===== src/rtl/pc_pkg.sv =====
// Shared types and defaults for the fetch-stage PC sequencer and its return-address stack.
package pc_pkg;

  typedef enum logic [1:0] {
    REDIR_JUMP = 2'b00,
    REDIR_CALL = 2'b01,
    REDIR_RET  = 2'b10,
    REDIR_RSVD = 2'b11
  } redir_kind_t;

  localparam int unsigned PC_RESET_VEC = 0;

endpackage


===== src/rtl/pc_ras.sv =====
// Circular return-address stack: a push while full overwrites the oldest entry.
module pc_ras
  import pc_pkg::*;
#(
  parameter int ADDR_W    = 16,
  parameter int RAS_DEPTH = 4
) (
  input  logic              clk,
  input  logic              reset,
  input  logic              push,
  input  logic              pop,
  input  logic [ADDR_W-1:0] push_addr,
  output logic [ADDR_W-1:0] top,
  output logic              empty,
  output logic              full
);

  localparam int PW = $clog2(RAS_DEPTH);
  localparam int CW = PW + 1;

  logic [ADDR_W-1:0] mem [RAS_DEPTH];
  logic [PW-1:0]     ptr;
  logic [PW-1:0]     ptr_m1;
  logic [CW-1:0]     cnt;

  // ptr is the next free slot; the top of stack sits one below it
  assign ptr_m1 = ptr - PW'(1);
  assign top    = mem[ptr_m1];
  assign empty  = (cnt == '0);
  assign full   = (cnt == CW'(RAS_DEPTH));

  always_ff @(posedge clk) begin
    if (push) mem[ptr] <= push_addr;
  end

  always_ff @(posedge clk or negedge reset) begin
    if (!reset) begin
      ptr <= '0;
      cnt <= '0;
    end else if (push) begin
      ptr <= ptr + PW'(1);
      if (!full) cnt <= cnt + CW'(1);
    end else if (pop && !empty) begin
      ptr <= ptr_m1;
      cnt <= cnt - CW'(1);
    end
  end

endmodule


===== src/rtl/pc_sequencer.sv =====
// Fetch-stage program counter: start cycle, redirect/stall/increment priority, RAS-backed returns.
module pc_sequencer
  import pc_pkg::*;
#(
  parameter int          ADDR_W    = 16,
  parameter int unsigned STEP      = 1,
  parameter int unsigned RESET_VEC = PC_RESET_VEC,
  parameter int          RAS_DEPTH = 4
) (
  input  logic              clk,
  input  logic              reset,
  input  logic              stall,
  input  logic              redirect_valid,
  input  logic [1:0]        redirect_kind,
  input  logic [ADDR_W-1:0] redirect_addr,
  input  logic [ADDR_W-1:0] redirect_link,
  output logic [ADDR_W-1:0] pc,
  output logic              pc_valid,
  output logic              ras_empty,
  output logic              ras_full,
  output logic              ras_underflow
);

  redir_kind_t       kind;
  logic              do_call;
  logic              do_ret;
  logic              ras_pop;
  logic [ADDR_W-1:0] ras_top;

  assign kind    = redir_kind_t'(redirect_kind);
  assign do_call = pc_valid && redirect_valid && (kind == REDIR_CALL);
  assign do_ret  = pc_valid && redirect_valid && (kind == REDIR_RET);
  assign ras_pop = do_ret && !ras_empty;

  pc_ras #(
    .ADDR_W    (ADDR_W),
    .RAS_DEPTH (RAS_DEPTH)
  ) u_ras (
    .clk       (clk),
    .reset     (reset),
    .push      (do_call),
    .pop       (ras_pop),
    .push_addr (redirect_link),
    .top       (ras_top),
    .empty     (ras_empty),
    .full      (ras_full)
  );

  always_ff @(posedge clk or negedge reset) begin
    if (!reset) begin
      pc            <= ADDR_W'(RESET_VEC);
      pc_valid      <= 1'b0;
      ras_underflow <= 1'b0;
    end else if (!pc_valid) begin
      // start edge: RESET_VEC becomes the first real fetch, inputs ignored
      pc_valid      <= 1'b1;
      ras_underflow <= 1'b0;
    end else begin
      ras_underflow <= 1'b0;
      if (redirect_valid) begin
        unique case (kind)
          REDIR_CALL: pc <= redirect_addr;
          REDIR_RET: begin
            if (ras_empty) begin
              pc            <= redirect_addr;
              ras_underflow <= 1'b1;
            end else begin
              pc <= ras_top;
            end
          end
          REDIR_JUMP, REDIR_RSVD: pc <= redirect_addr;
        endcase
      end else if (!stall) begin
        pc <= pc + ADDR_W'(STEP);
      end
    end
  end

endmodule


===== config.mk =====
export PLATFORM = sky130hd
export DESIGN_NAME = pc_sequencer
export DESIGN_NICKNAME = d
export VERILOG_FILES = /design/src/rtl/pc_pkg.sv /design/src/rtl/pc_ras.sv /design/src/rtl/pc_sequencer.sv
export SDC_FILE = /design/constraint.sdc
export NUM_CORES = 1
export LEC_CHECK = 0
export CORE_UTILIZATION = 54
export DETAILED_ROUTE_END_ITERATION = 16
export GPL_TIMING_DRIVEN = 0
export PLACE_DENSITY = 0.79
export SLEW_MARGIN = 15
export SYNTH_ARGS = -nofsm -noshare
export SYNTH_HDL_FRONTEND = slang
export SYNTH_HIERARCHICAL = 1
export SYNTH_SLANG_ARGS = --single-unit

===== constraint.sdc =====
create_clock -name clk -period 2.8 [get_ports clk]
set_input_delay 0.42 -clock clk [delete_from_list [all_inputs] [get_ports clk]]
set_output_delay 0.42 -clock clk [all_outputs]
set_load 0.1 [all_outputs]

# Word-level counts from Yosys, hierarchy flattened
# Memory sizes are Yosys's and may differ from the RTL's.
# Cells that the tools add are included.
# W data, S select, Z words.
[word_totals] n_memories=1 reg_bits=23 ram_bits=64 elab_cells=44
[mem_list] name="u_ras.mem" depth=4 width=16 read_ports=1 rd_clocked_by_memory_dff=0 wr=1 line_no="pc_ras.sv:21" rtl="logic [ADDR_W-1:0] mem [RAS_DEPTH];"
[op_classes] muxes=15 n_eq_ne=6 reduce_logical=12 add_sub_neg=5
[op_table] operator="$mux W16" count=3
[op_table] operator="$pmux W16 S2" count=1
[op_table] operator="$add A16 B1 Y16 const B" count=1
[op_table] operator="$mux W3" count=3
[op_table] operator="$mux W1" count=6
[op_table] operator="$logic_and A1 B1 Y1" count=5
[op_table] operator="$eq A2 B2 Y1 const B" count=2
[op_table] operator="$mux W2" count=2
[op_table] operator="$reduce_and A2 Y1" count=2
[op_table] operator="$add A3 B1 Y3 const B" count=1
[op_table] operator="$eq A3 B3 Y1 const B" count=1
[op_table] operator="$logic_not A3 Y1" count=1
[op_table] operator="$reduce_or A3 Y1" count=1
[op_table] operator="$sub A3 B1 Y3 const B" count=1
[op_table] operator="$add A2 B1 Y2 const B" count=1
[op_table] operator="$eq A2 B1 Y1 const B" count=1
[op_table] operator="$logic_not A2 Y1" count=1
[op_table] operator="$ne A2 B1 Y1 const B" count=1
[op_table] operator="$ne A2 B2 Y1 const B" count=1
[op_table] operator="$reduce_bool A2 Y1" count=1
[op_table] operator="$sub A2 B1 Y2 const B" count=1
[op_table] operator="$logic_not A1 Y1" count=1

# Depth between registers and ports, before layout
# Gate-level depths: netlist of run 1.
[depth] depth_word=6 mapped_depth=10 depth_no_buf=7

# By module
# Netlist of run 1, hierarchy kept.
[by_module_without_submodules] module="pc_ras" area_each_um2=2733.9 cells_each=128 seq_area_each_um2=2047.0 n_inst=1
[by_module_without_submodules] module="pc_sequencer" area_each_um2=1298.7 cells_each=157 seq_area_each_um2=450.4 n_inst=1

# Least setup slack after synthesis of run 1
# OpenSTA, ideal clock, no wires.
[synth_timing] path_type="register to register" start="register u_ras.cnt[2]" end="register u_ras.cnt[1]" setup_time_ps=130 setup_slack_ps=-1148 stages_incl_launch_ff=10 arrival_time_ps=3819 required_ps=2670 path_buffers=3 cell_sequence="dfrtp_1 -> buf_2 -> nor3_1 -> or3b_1 -> buf_2 -> buf_4 -> nor2_1 -> nor2_1 -> mux2i_1 -> a21oi_1"
[synth_between] elab_chain_len=6
[synth_rtl] item="start, declared" line_no="pc_ras.sv:24" rtl="logic [CW-1:0] cnt;"
[synth_rtl] item="start signal, assigned" line_no="pc_ras.sv:42" rtl="if (!full) cnt <= cnt + CW'(1);"
[synth_rtl] item="start signal, assigned" line_no="pc_ras.sv:45" rtl="cnt <= cnt - CW'(1);"
[synth_rtl] item="$logic_not A3 Y1" line_no="pc_ras.sv:29" rtl="assign empty = (cnt == '0);"
[synth_rtl] item="named net ras_empty" line_no="pc_sequencer.sv:19" rtl="output logic ras_empty,"
[synth_rtl] item="$logic_not A1 Y1" line_no="pc_sequencer.sv:33" rtl="assign ras_pop = do_ret && !ras_empty;"
[synth_rtl] item="$logic_and A1 B1 Y1" line_no="pc_sequencer.sv:33"
[synth_rtl] item="named net ras_pop" line_no="pc_sequencer.sv:27" rtl="logic ras_pop;"
[synth_rtl] item="$logic_and A1 B1 Y1" line_no="pc_ras.sv:43" rtl="end else if (pop && !empty) begin"
[synth_rtl] item="$reduce_bool A2 Y1 (no source line)"
[synth_rtl] item="$reduce_and A2 Y1 (no source line)"
# The timed path passes the listed nets, and every way through them passes these cells.
# A chain may end at the register's enable or synchronous reset.

# Worst setup path after layout of run 1
[layout_timing] start="input redirect_valid" end="register u_ras.cnt[2]"
[layout_lines] item="start, declared" line_no="pc_sequencer.sv:13" rtl="input logic redirect_valid,"
[layout_lines] item="$logic_and A1 B1 Y1 (*) (2 in a row)" line_no="pc_sequencer.sv:31" rtl="assign do_call = pc_valid && redirect_valid && (kind == REDIR_CALL);"
[layout_lines] item="named net do_call" line_no="pc_sequencer.sv:25" rtl="logic do_call;"
[layout_lines] item="$ne A2 B2 Y1 (no source line) or $reduce_bool A2 Y1 (tied branches)"
[layout_lines] item="$reduce_and A2 Y1 (no source line)"
# The timed path passes the listed nets; every way through them passes the cells marked *.

==> results.toml, run 1 <==
[status]
status = "complete, no violations"

[logic_synthesis]
synth_edf_count = 64
syn-instance-count = 285
ys_ff_latch = 87
synth_ff_type = "edfxtp_1"
ys_types = 57
yosysSeqAreaShare = 0.619
syn_avg_cell_area_sq_um = 14.1
ys_warn_count = 6
synthArstFlopShare = 0.264
netlist_area_sq_um = 4030
syn_nets = 329

[finish]
final_cells = 456
n_antenna_cell = 0
utilization = 0.678
layout-drive-gt1-share = 0.126
fin_nets = 396
fill_cells = 540
multi_input_area_sq_um = 1440
area_growth_pct = 22.0
regArea_sq_um = 2500
layout_common_cells = "edfxtp_1, clkdlybuf4s50_1, nand2_1"
mostFrequentLayoutCell = "edfxtp_1"

[drt]
met2_length_microns = 4010
vias = 2689
met3_wirelength_microns = 511
ant_nets = 0
drt-met1-wl_microns = 3450
drtIter0Drc = 183
vias_per_cell = 5.90
routedWlPerCell_microns = 17.7
drc = 0
wl_microns = 8090
first_pass_iters = 4
dr.max_layer_used = "met4"

[die]
start_util = 0.556
die_w_microns = 88.4
dieArea_sq_um = 7820
die_height_microns = 88.4
io_pins = 58
rows = 31
coreArea_sq_um = 7250

[power]
leakagePower_nw = 1.81
max-vdd-ir-drop_mv = 0.467
p_per_area_nw_per_um2 = 856

[cts]
ctsRootBufferMaster = "clkbuf_8"
htreeDepth = 3
clk_latency_ns = 0.35
cts.sinks = 87
clk_path_buf_depth = 2
post_cts_buffers = 0
clk_pin_slew_ns = 0.09
numCtsBuffers = 9
tritoncts = "done"

[worst_setup_path]
critical_path_class = "primary input to flop"
crit_path_end_kind = "flop"
arrival_ns = 2.88
worstSetupStartpointType = "primary input"
cp_max_fo = 19
worstPathRequired_ns = 3.07

[run]
maxCapViolCount = 0

[sta]
period_needed_ns = 2.61
max_clock_freq_mhz = 383
setup_violations = 0
drv_slew = 0
fin_crit_sh = 0.932
maxSlewHeadroom = 0.347
tightest_slew_ns = 0.976
rsz0062_at_grt = "no"
fin_worst_skew_ns = 0.0119
hold_violations = 0

[grt]
grt_max_degree = 24
grt.total_usage = 0.227
grt_pass1_vias = 2578
antenna_found_initial = 0
grt-ovfl-total = 0
grt_pass1_wl_microns = 12900

[worst_hold_path]
worstHoldPathType = "primary input to asynchronous set/reset pin"

[placed_design]
port_buffers = 57
place_congestion = 0.900
dpl.hpwl_microns = 5680
dp_cells = 441
## final timing paths
check / slack, ns / from / cells after the start / end
worst min-delay path: 0.04 / reset / 1 / pc[10]
min in group clk: 0.57 / pc[1] / 2 / pc[1]
max in group asynchronous: 2.38 / reset / 1 / pc[4]
worst max-delay path: 0.19 / redirect_valid / 8 / u_ras/cnt[2]
worst max register to register: 0.25 / u_ras/ptr[0] / 10 / pc[9]
worst min register to register: 0.57 / pc[1] / 2 / pc[1]
## kinds of logic (layout without fill, tap and decap cells)
kind of cell | after synthesis | after routing | share of synthesized area
other cells | 1 | 1 | 0.000930
compound gates | 54 | 54 | 0.0918
simple gates | 86 | 86 | 0.112
buf+inv | 23 | 95 | 0.0301
flops | 87 | 87 | 0.619
fa+ha+maj | 6 | 6 | 0.0205
xor+xnor | 2 | 2 | 0.00434
mux | 26 | 26 | 0.121
## layout make-up
| cell class | count | share of cell area |
|---|---|---|
| Multi-Input combinational cell | 175 | 0.293 |
| Buffer | 12 | 0.0163 |
| Tap cell | 99 | 0.0252 |
| Clock inverter | 6 | 0.00916 |
| Inverter | 10 | 0.00763 |
| Sequential cell | 87 | 0.508 |
| Timing Repair Buffer | 57 | 0.115 |
| Clock buffer | 10 | 0.0259 |
## power by group
part	leakage [nW]	internal, mW	total (mW)	switching, mW
sequential	0.848	1.50	1.66	0.157
clock	0.0862	0.329	0.766	0.437
combinational	0.880	0.670	1.78	1.11
## flip-flops by register name, indices dropped and copies added, names as in the netlist
register / count
u_ras/cnt: 3
u_ras/ptr: 2
ras_underflow: 1
u_ras/mem: 64
pc_valid: 1
pc: 16
## what timing repair did
action,in CTS,in global routing
hold buffers,0,0
endpoints found under the hold margin,0,0
setup endpoints to repair,67,2
resized for setup,6,2
pin swaps,0,0
## synth_stat cells, types with 2 or more instances
cell type | count | area (sq um)
and2_1 | 5 | 31.3
dfrtp_1 | 23 | 576
inv_1 | 10 | 37.5
buf_2 | 6 | 30.0
o21ai_0 | 12 | 60.1
a31oi_1 | 3 | 18.8
nand4_1 | 6 | 37.5
o22a_1 | 3 | 26.3
nor3_1 | 4 | 20.0
nor3b_1 | 2 | 15.0
mux2i_1 | 8 | 80.1
mux2_2 | 2 | 22.5
nor4_1 | 3 | 18.8
a2bb2oi_1 | 2 | 17.5
xnor2_1 | 2 | 17.5
o22ai_1 | 2 | 12.5
and4_1 | 2 | 17.5
edfxtp_1 | 64 | 1920
and3_1 | 2 | 12.5
a311oi_1 | 2 | 17.5
a21oi_1 | 12 | 60.1
nand3_1 | 11 | 55.1
mux4_2 | 9 | 203
ha_1 | 5 | 62.6
clkbuf_1 | 4 | 15.0
mux4_1 | 7 | 184
nand2_1 | 25 | 93.8
a22o_1 | 4 | 35.0
a22oi_1 | 2 | 15.0
nor2_1 | 15 | 56.3
o311ai_0 | 2 | 17.5
## layer usage
layer | vias up | global-route usage
li1 | 1258 | -
met1 | 1302 | 0.313
met2 | 118 | 0.357
met3 | 11 | 0.0410
met4 | 0 | 0.104
met5 | - | 0
## critical path, cell delays in order
cell and delay (ns):
clkdlybuf4s50_1 0.48, buf_2 0.32, nand2_1 0.27, nor3b_4 0.33
inv_1 0.15, fa_1 0.49, o31a_1 0.31, a21oi_1 0.11
## stage by stage
step / power [mW] / setup slack (ns) / cell area, sq um / hold slack, ns / setup TNS [ns]
3_5_place_dp: 3.48 / -0.918 / 4740 / 0.553 / -58.81
4_1_cts: 4.24 / 0.0685 / 4920 / 0.573 / 0
6_report: 4.21 / 0.189 / 4920 / 0.0407 / 0
2_1_floorplan: 3.02 / 0.0824 / 4040 / 0.124 / 0
5_1_grt: 4.41 / 0.0608 / 4920 / 0.0690 / 0
3_3_place_gp: 3.46 / -0.889 / 4740 / 0.533 / -57.56
Power figures use the tool's default switching activity.
==> run 2: changes to the inputs <==
Settings changed: CORE_UTILIZATION 54 to 56, CTS_BUF_LIST set to sky130_fd_sc_hd__clkbuf_8, PLACE_DENSITY 0.79 to 0.82.
==> run 2 against run 1 <==
Compared with the run above: flip-flop and latch count unchanged; setup slack lost 0.072 ns; fmax down 2.7%; sequential share of layout area shrank 0.064 points; critical path type unchanged.
==> results.toml, run 2 (synthesis results as in run 1) <==
[placed_design]
place_ws_ns = -1.00
placed_cell_area_sq_um = 4730
place_congestion = 0.863
dpl.hpwl_microns = 5610
port_buffers = 57
dp_cells = 438

[sta]
period_needed_ns = 2.68
fin_ws_ns = 0.118
max_clock_freq_mhz = 373
fin_worst_skew_ns = 0.0132
drv_slew = 0
setup_violations = 0
hold_violations = 0
setup_tns_ns = 0
tightest_slew_ns = 0.975
fin_crit_sh = 0.958
maxSlewHeadroom = 0.348
rsz0062_at_grt = "no"

[power]
leakagePower_nw = 1.82
power_mw = 4.30
max-vdd-ir-drop_mv = 0.443
p_per_area_nw_per_um2 = 874

[finish]
mostFrequentLayoutCell = "edfxtp_1"
top_register = "u_ras/mem"
postLayoutCellArea_sq_um = 4930
final_cells = 452
area_growth_pct = 22.2
top_regs = "u_ras/mem x64, pc x16, u_ras/cnt x3"
layout-drive-gt1-share = 0.126
fill_cells = 471
fin_nets = 396
largest_reg_flops = 64
n_antenna_cell = 0
layout_common_cells = "edfxtp_1, clkdlybuf4s50_1, nand2_1"

[status]
status = "complete, no violations"

[worst_setup_path]
worstPathRequired_ns = 3.09
cp_num_cells = 8
reg2reg_from = "u_ras/ptr[0]"
path_buf_inv = 3
crit_slowest_cell = "fa_1"
r2r_setup_slack_ns = 0.22
slowest_delay_ns = 0.51
arrival_ns = 2.97
worstSetupStartpointType = "primary input"
path_cells = "clkdlybuf4s50_1, buf_2, nand2_1, nor3b_2, inv_1, fa_1, o31a_1, a21oi_1"
timing.rr.end = "pc[8]"
path_delay_family = "buffers and inverters"
reg2reg_depth = 10
crit_path_end_kind = "flop"
critical_path_class = "primary input to flop"
cp_max_fo = 19

[cts]
ctsRootBufferMaster = "clkbuf_8"
numCtsBuffers = 9
tritoncts = "done"
clk_latency_ns = 0.36
clk_pin_slew_ns = 0.09
clk_path_buf_depth = 2
ctsHoldBuffers = 0
htreeDepth = 3
cts.sinks = 87

[run]
maxCapViolCount = 0

[grt]
grt_max_degree = 24
grt_pass1_vias = 2617
antenna_found_initial = 0
grt_pass1_wl_microns = 13400
grt.total_usage = 0.246
grt-ovfl-total = 0

[drt]
vias_per_cell = 6.00
ant_nets = 0
first_pass_iters = 4
wl_microns = 8310
drtIter0Drc = 203
routedWlPerCell_microns = 18.4
vias = 2711
drc = 0

[die]
io_pins = 58
start_util = 0.587
coreArea_sq_um = 6870
rows = 30
dieArea_sq_um = 7540
die_height_microns = 86.9
die_w_microns = 86.9

[worst_hold_path]
worstHoldPathType = "primary input to asynchronous set/reset pin"
run 2: cell count changes in the layout (fill, tap and decap cells not counted):
cell        delta
buf_2          -1
bufinv_16      +1
clkbuf_1       -1
clkbuf_4       +1
clkinv_1       -1
clkinv_4       -1
clkinvlp_4     +1
inv_1          +1
inv_8          -1
nor3b_2        +1
nor3b_4        -1
run 2: area by class of cell:
class	instances	area [sq um]	area share
plain buffers	12	82.6	0.0168
clock buffers	9	124	0.0251
clock inverters	6	62.6	0.0127
inverters	10	37.5	0.00762
multi-input cells	175	1440	0.291
flip-flops and latches	87	2500	0.507
well taps	96	120	0.0244
repair buffers	57	567	0.115
run 2: repair_timing:
action	CTS	global route
resized for setup	6	2
setup endpoints to repair	67	2
cloned	0	0
setup buffers	0	0
run 2: worst max-delay path by stage:
stage                             endpoint           start  slack (ns)
after floorplan               u_ras/cnt[2]        pc_valid        0.08
after global placement     u_ras/mem[3][0]  redirect_valid       -0.88
after detailed placement  u_ras/mem[3][12]  redirect_valid       -1.00
after CTS                        ras_empty    u_ras/cnt[2]        0.05
after global routing          u_ras/cnt[2]  redirect_valid        0.02
final                         u_ras/cnt[2]  redirect_valid        0.12
run 2: power breakdown:
| part | total, mW | internal (mW) | switching (mW) |
|---|---|---|---|
| combinational | 1.79 | 0.677 | 1.12 |
| clock | 0.849 | 0.406 | 0.444 |
| sequential | 1.66 | 1.50 | 0.157 |
| total | 4.30 | 2.59 | 1.72 |
run 2: through the flow:
step	utilization	hold slack, ns
3_3_place_gp	0.689	0.543
4_1_cts	0.717	0.563
5_1_grt	0.717	0.0662
2_1_floorplan	-	0.124
3_5_place_dp	0.689	0.544
6_report	0.717	0.0343
run 2: routing by layer:
metal | routed length (microns) | GRT usage | vias to the layer above
met5 | 0 | 0 | -
met4 | 308 | 0.138 | 0
met3 | 536 | 0.0436 | 33
met2 | 3930 | 0.385 | 127
met1 | 3540 | 0.330 | 1299
li1 | - | - | 1252
